**config.mk**
```make
export PLATFORM = sky130hd
export DESIGN_NAME = frame_sequencer_flat
export DESIGN_NICKNAME = d
export VERILOG_FILES = /design/src/rtl/frame_sequencer_pkg.sv /design/src/rtl/frame_sequencer_if.sv /design/src/rtl/frame_sequencer_tick_gen.sv /design/src/rtl/frame_sequencer.sv /design/src/flat_wrapper.sv
export SDC_FILE = /design/constraint.sdc
export NUM_CORES = 1
export LEC_CHECK = 0
export BUFFER_PORTS_ARGS = -buffer_cell sky130_fd_sc_hd__buf_2
export CAP_MARGIN = 20
export CORE_MARGIN = 4
export CORE_UTILIZATION = 50
export CTS_BUF_LIST = sky130_fd_sc_hd__clkbuf_8 sky130_fd_sc_hd__clkbuf_16
export DETAILED_ROUTE_END_ITERATION = 10
export PLACE_DENSITY_LB_ADDON = 0.05
export SLEW_MARGIN = 20
export SYNTH_ARGS = -nofsm -noshare
export SYNTH_HDL_FRONTEND = slang
export SYNTH_HIERARCHICAL = 1
export SYNTH_SLANG_ARGS = --single-unit
```
**constraint.sdc**
```tcl
create_clock -name clk -period 2.3 [get_ports clk]
set_input_delay 0.23 -clock clk [delete_from_list [all_inputs] [get_ports clk]]
set_output_delay 0.23 -clock clk [all_outputs]
set_load 0.05 [all_outputs]
```
**src/rtl/frame_sequencer_pkg.sv**
```systemverilog
// Shared types and display geometry for the frame sequencer.
package frame_seq_pkg;

    typedef enum logic [1:0] {
        ST_IDLE,
        ST_WRITE,
        ST_FLIP,
        ST_WAIT_ACK
    } seq_state_t;

    localparam int DISP_W = 16;
    localparam int DISP_H = 8;
    localparam int PIXELS = DISP_W * DISP_H;

    typedef logic [3:0] col_t;
    typedef logic [2:0] row_t;
    typedef logic [7:0] color_t;

    // Red ramp shifts one column per acknowledged frame, wrapping mod 16.
    function automatic color_t red_of(input col_t x, input logic [3:0] frame_lsb);
        return {x + frame_lsb, 4'h0};
    endfunction

    function automatic logic last_pixel(input col_t x, input row_t y);
        return (int'(y) * DISP_W + int'(x)) == (PIXELS - 1);
    endfunction

endpackage

```
**src/rtl/frame_sequencer_if.sv**
```systemverilog
// Pixel-write / buffer-flip bus between the frame sequencer and the display controller.
interface frame_sequencer_if;
    import frame_seq_pkg::*;

    col_t   x;
    row_t   y;
    logic   valid;
    color_t red;
    color_t green;
    color_t blue;
    logic   flip;
    logic   flipped;

    modport master (
        output x, y, valid, red, green, blue, flip,
        input  flipped
    );

    modport slave (
        input  x, y, valid, red, green, blue, flip,
        output flipped
    );

endinterface

```
**src/rtl/frame_sequencer_tick_gen.sv**
```systemverilog
// Free-running frame divider: counts 0..FRAME_DIV-1 and pulses tick for one cycle on wrap.
module frame_tick_gen #(
    parameter int FRAME_DIV = 1000000
) (
    input  logic clk,
    input  logic rst,
    output logic tick
);

    localparam int CNT_W = $clog2(FRAME_DIV);

    logic [CNT_W-1:0] count;

    assign tick = (count == CNT_W'(FRAME_DIV - 1));

    always_ff @(posedge clk) begin
        if (rst) begin
            count <= '0;
        end else if (tick) begin
            count <= '0;
        end else begin
            count <= count + CNT_W'(1);
        end
    end

endmodule

```
**src/rtl/frame_sequencer.sv**
```systemverilog
// Frame sequencer: on an accepted tick writes one 16x8 frame, requests a flip, then waits for the acknowledge.
// Define FRAME_SEQ_TIMEOUT_EN to add the acknowledge watchdog and the timeout_err port.
module frame_sequencer
    import frame_seq_pkg::*;
#(
    parameter int FRAME_DIV      = 1000000,
    parameter int TIMEOUT_CYCLES = 65535
) (
    input  logic              clk,
    input  logic              rst,
    input  logic              enable,
    frame_sequencer_if.master disp,
    output logic              busy,
    output logic [7:0]        frame_count
`ifdef FRAME_SEQ_TIMEOUT_EN
    ,
    output logic              timeout_err
`endif
);

    seq_state_t state;
    logic       tick;
    col_t       next_x;
    row_t       next_y;

    frame_tick_gen #(
        .FRAME_DIV(FRAME_DIV)
    ) u_tick_gen (
        .clk (clk),
        .rst (rst),
        .tick(tick)
    );

    assign busy   = (state != ST_IDLE);
    assign next_x = disp.x + 4'd1;
    assign next_y = (disp.x == 4'(DISP_W - 1)) ? disp.y + 3'd1 : disp.y;

`ifdef FRAME_SEQ_TIMEOUT_EN
    localparam int WD_W = $clog2(TIMEOUT_CYCLES + 1);
    logic [WD_W-1:0] wd_count;
`else
    logic [31:0] unused_timeout_cfg;
    assign unused_timeout_cfg = 32'(TIMEOUT_CYCLES);
`endif

    // Colours are computed for the pixel being registered so all bus fields stay aligned.
    always_ff @(posedge clk) begin
        if (rst) begin
            state       <= ST_IDLE;
            disp.x      <= '0;
            disp.y      <= '0;
            disp.valid  <= 1'b0;
            disp.red    <= '0;
            disp.green  <= '0;
            disp.blue   <= '0;
            disp.flip   <= 1'b0;
            frame_count <= '0;
`ifdef FRAME_SEQ_TIMEOUT_EN
            wd_count    <= '0;
            timeout_err <= 1'b0;
`endif
        end else begin
            case (state)
                ST_IDLE: begin
                    disp.valid <= 1'b0;
                    disp.flip  <= 1'b0;
                    if (tick && enable) begin
                        state      <= ST_WRITE;
                        disp.valid <= 1'b1;
                        disp.x     <= '0;
                        disp.y     <= '0;
                        disp.red   <= red_of(4'd0, frame_count[3:0]);
                        disp.green <= '0;
                        disp.blue  <= frame_count;
                    end
                end
                ST_WRITE: begin
                    if (last_pixel(disp.x, disp.y)) begin
                        state      <= ST_FLIP;
                        disp.valid <= 1'b0;
                        disp.flip  <= 1'b1;
                    end else begin
                        disp.x     <= next_x;
                        disp.y     <= next_y;
                        disp.red   <= red_of(next_x, frame_count[3:0]);
                        disp.green <= {next_y, 5'b0};
                        disp.blue  <= frame_count;
                    end
                end
                ST_FLIP: begin
                    disp.flip <= 1'b0;
                    state     <= ST_WAIT_ACK;
`ifdef FRAME_SEQ_TIMEOUT_EN
                    wd_count  <= '0;
`endif
                end
                ST_WAIT_ACK: begin
                    if (disp.flipped) begin
                        frame_count <= frame_count + 8'd1;
                        state       <= ST_IDLE;
                    end
`ifdef FRAME_SEQ_TIMEOUT_EN
                    else if (wd_count == WD_W'(TIMEOUT_CYCLES - 1)) begin
                        state       <= ST_IDLE;
                        timeout_err <= 1'b1;
                    end else begin
                        wd_count <= wd_count + WD_W'(1);
                    end
`endif
                end
                default: begin
                    state <= ST_IDLE;
                end
            endcase
        end
    end

endmodule

```
**src/flat_wrapper.sv**
```systemverilog
// flat-port wrapper written by rule: the top's interface ports become plain ports
module frame_sequencer_flat import frame_seq_pkg::*;
#(
    parameter int FRAME_DIV      = 1000000,
    parameter int TIMEOUT_CYCLES = 65535
)
  (clk, rst, enable, busy, frame_count, disp_x, disp_y, disp_valid, disp_red, disp_green, disp_blue, disp_flip, disp_flipped);
  frame_sequencer_if disp_i ();
  input  logic clk;
  input  logic rst;
  input  logic enable;
  output logic busy;
  output logic [7:0] frame_count;
  output wire logic [$bits(disp_i.x)-1:0] disp_x;
  output wire logic [$bits(disp_i.y)-1:0] disp_y;
  output wire logic [$bits(disp_i.valid)-1:0] disp_valid;
  output wire logic [$bits(disp_i.red)-1:0] disp_red;
  output wire logic [$bits(disp_i.green)-1:0] disp_green;
  output wire logic [$bits(disp_i.blue)-1:0] disp_blue;
  output wire logic [$bits(disp_i.flip)-1:0] disp_flip;
  input wire logic [$bits(disp_i.flipped)-1:0] disp_flipped;
  assign disp_x = disp_i.x;
  assign disp_y = disp_i.y;
  assign disp_valid = disp_i.valid;
  assign disp_red = disp_i.red;
  assign disp_green = disp_i.green;
  assign disp_blue = disp_i.blue;
  assign disp_flip = disp_i.flip;
  assign disp_i.flipped = disp_flipped;
  frame_sequencer #(.FRAME_DIV(FRAME_DIV), .TIMEOUT_CYCLES(TIMEOUT_CYCLES)) u_core (.clk(clk), .rst(rst), .enable(enable), .disp(disp_i), .busy(busy), .frame_count(frame_count));
endmodule
```
==> flow_metrics.py <==
metrics = {
    "critical_path": {
        "worstPathCellList": "nand3_1 -> or4b_4 -> nor3_4 -> a21bo_2 -> buf_4 -> nand3_1 -> o211a_1 -> nor3_1",
        "required_ps": 2520,
        "slowest_stage": "or4b_4",
        "cp_max_fo": 4,
        "worst_path_dominant_cell_family": "simple AND/OR/NAND/NOR gates",
        "worst_path_most_repeated_cell": "nand3_1",
        "worst_setup_path_start_kind": "flip-flop",
        "worstSetupStartpoint": "u_core/u_tick_gen/count[18]$_SDFF_PP0_",
        "regToRegStartpoint": "u_core/u_tick_gen/count[18]$_SDFF_PP0_",
        "cp.buffers_inverters": 1,
        "criticalPathCategory": "flip-flop to flip-flop",
        "end_kind": "flip-flop",
        "worst-endpoint-arrival_ps": 2350,
        "timing.critical_path.slowest_cell_delay_ps": 580,
    },
    "logic_synthesis": {
        "post_synth_instance_area_um2": 2600,
        "synth.distinct_cells": 51,
        "ys_seq_area_share_pct": 39.3,
        "syn-mean-instance-area_um2": 8.78,
        "yosys_top_cell_area_share_pct": 39.3,
        "edff_count_synth": 0,
        "postSynthRegisterBits": 51,
        "synth-warning-count": 6,
        "synth_top_cells_by_area": "dfxtp_1, ha_1, xnor2_1, nor2_1, a21oi_1",
        "asyncSetResetFlopFracSynth_pct": 0,
        "synthesis.instances": 296,
        "post-synth-top-area-cell": "dfxtp_1",
        "dominantRegCellSynth": "dfxtp_1",
    },
    "sta": {
        "fraction_of_the_cycle_the_final_worst_path_needs_pct": 92.7,
        "maxSlewViolCount": 0,
        "final.setup.tns_ps": 0,
        "rsz0062_at_grt": "true",
        "final-setup-viol-count": 0,
        "skew_final_ps": 4.81,
        "timing.hold.ws_ps": 248,
        "timing.final.crit_period_ps": 2130,
        "max_freq_ghz": 0.469,
        "finalHoldViolations": 0,
    },
    "placement": {
        "place.detailed.instances": 409,
        "port_buffers": 36,
        "dpl.hpwl_mm": 4.11,
        "gp_congestion": 0.812,
    },
    "global_routing": {
        "grt_max_degree": 21,
        "antenna_found_initial": 0,
        "grt_first_pass_wirelength_mm": 9.23,
        "grt.total_usage_pct": 18.1,
        "first_global_vias": 1988,
        "grt_overflow": 0,
    },
    "final_layout": {
        "post_route_cells_drive_above_1_share_pct": 24.3,
        "fin_nets": 368,
        "syn2layout_area_growth_pct": 16.9,
        "non_filler_instance_count_after_layout": 417,
        "regArea_um2": 1020,
        "n_antenna_cell": 0,
        "fillerInstances": 463,
        "multiInputGateArea_um2": 1430,
    },
    "die": {
        "placeableCoreArea_um2": 4880,
        "die_area_um2": 6420,
        "chipWidth_um": 80.1,
        "start_util_pct": 53.3,
        "die-height_um": 80.1,
        "core.rowCount": 25,
        "boundaryPins": 46,
    },
    "routing": {
        "drtAntennaViolNets": 0,
        "drt_iter0_drc": 116,
        "drt_drc_violations_left": 0,
        "post_dr_wirelength_cell_um": 13.2,
        "route.final.wire_length_mm": 5.50,
        "routed_via_density": 5.16,
        "detailedRoute.firstPassIterationCount": 4,
        "vias": 2150,
    },
    "clock_network": {
        "tritoncts.num_buffers": 5,
        "clk_pin_slew_ps": 80,
        "cts.sinks": 51,
        "cts_root_buf": "clkbuf_8",
        "insertion_delay_ps": 290,
        "cts_htree_levels": 2,
        "clock_tree.buffer_depth": 2,
        "tritoncts": "done",
        "number_of_buffers_inserted_by_hold_repair_at_cts": 0,
    },
    "job": {
        "cap_viol_max_count": 0,
    },
    "worst_hold_path": {
        "hold_path.startpoint": "disp_flipped",
        "worst_hold_class": "input pin to flip-flop",
    },
    "power_and_ir_drop": {
        "max-vdd-ir-drop_mv": 0.348,
        "power_density_nw_per_um2": 685,
        "leakage_nw": 1.27,
        "post_layout_total_power_mw": 2.08,
    },
    "run_status": {
        "outcome": "finished clean",
    },
}
==> cells in the mapped netlist, drive strengths merged (2+ instances only) <==
library cell and count:
a211oi 4, a21oi 22, a221oi 2, a31o 3
and3 4, buf 19, clkbuf 2, dfxtp 51
ha 12, inv 15, mux2i 3, nand2 26
nand3 14, nand4 12, nor2 36, nor3 5
nor4 6, nor4b 2, o211a 3, o211ai 2
o21ai 9, o31ai 2, or3 3, or4b 2
xnor2 17, xor2 5
==> routing by layer <==
layer	vias to the layer above	routed length [um]	GRT usage [%]
met4	0	59	6.59
met1	970	2820	25.9
met2	47	2400	27.2
li1	1129	-	-
met5	-	0	0
met3	4	219	2.91
==> final cells by class <==
type | instances | share of cell area, %
repair buffers | 61 | 12.2
clock inverters | 1 | 0.124
clock buffers | 5 | 2.26
multi-input cells | 217 | 47.2
inverters | 15 | 1.85
flip-flops and latches | 51 | 33.6
well taps | 67 | 2.76
==> cell usage in the layout, fill, tap and decap left out, types with 2 or more instances in the layout <==
cell type and instances:
ha_1 12, xor2_1 5, inv_1 16, clkbuf_8 5, o211ai_1 2, a31o_2 3, a211oi_1 3, buf_2 36
nor4_1 6, nand4_1 10, dfxtp_1 51, mux2i_1 3, o211a_1 2, nor2_1 35, a21oi_1 21, and3_1 4
conb_1 9, xnor2_1 17, nor3_1 4, nand2_1 26, or3_1 2, buf_4 24, or4b_4 2, o21ai_0 8
nand3_1 14
==> worst reg2reg max path: stages (launching register included) <==
cell	delay, ps
dfxtp_1	340
nand3_1	120
or4b_4	580
nor3_4	180
a21bo_2	210
buf_4	130
nand3_1	140
o211a_1	260
nor3_1	120
==> state kept, by name, summed over array words and instances, names as in the netlist <==
register                 cells
u_core/u_tick_gen/count     20
u_core/disp.blue             8
u_core/frame_count           8
u_core/disp.red              4
u_core/disp.x                4
u_core/disp.green            3
u_core/state                 2
u_core/disp.flip             1
u_core/disp.valid            1
==> power breakdown <==
| part | internal [mW] | switching [mW] | total [mW] |
|---|---|---|---|
| logic | 0.228 | 0.444 | 0.672 |
| clock network | 0.199 | 0.263 | 0.462 |
| registers | 0.920 | 0.0264 | 0.946 |
==> stage by stage <==
step / util (%) / worst slack (ps) / cell area (um2)
floorplan: - / 81.4 / 2630
global placement: 59.8 / 64.9 / 2920
detailed placement: 59.8 / -88.6 / 2920
CTS: 61.4 / 18.9 / 3000
global route: 62.3 / 0.0575 / 3040
finish: 62.3 / 167 / 3040
==> repair_timing <==
action	in CTS	in global routing
buffers inserted	0	2
pin swaps	0	1
gates resized for setup	1	6
setup endpoints to repair	15	18
==> path summary, 6_finish.rpt <==
check / to / slack, ps / depth (start not counted)
max: u_core/disp.x[3]$_SDFFE_PP0P_ / 170 / 8
min: u_core/frame_count[1]$_SDFFE_PP0P_ / 250 / 3
max reg2reg: u_core/disp.x[3]$_SDFFE_PP0P_ / 170 / 8
min reg2reg: u_core/disp.blue[1]$_SDFFE_PP0P_ / 460 / 2
==> logic make-up after synthesis <==
| family | synth area share, % |
|---|---|
| AND/OR/NAND/NOR | 22.9 |
| AO/OA/AOI/OAI | 14.2 |
| flip-flops | 39.3 |
| buffers and inverters | 7.89 |
| XOR/XNOR | 7.41 |
| adder cells (fa/ha/maj) | 6.54 |
| multiplexers | 1.59 |
| other | 0.144 |
No activity file was read; power rests on OpenSTA's default activity.
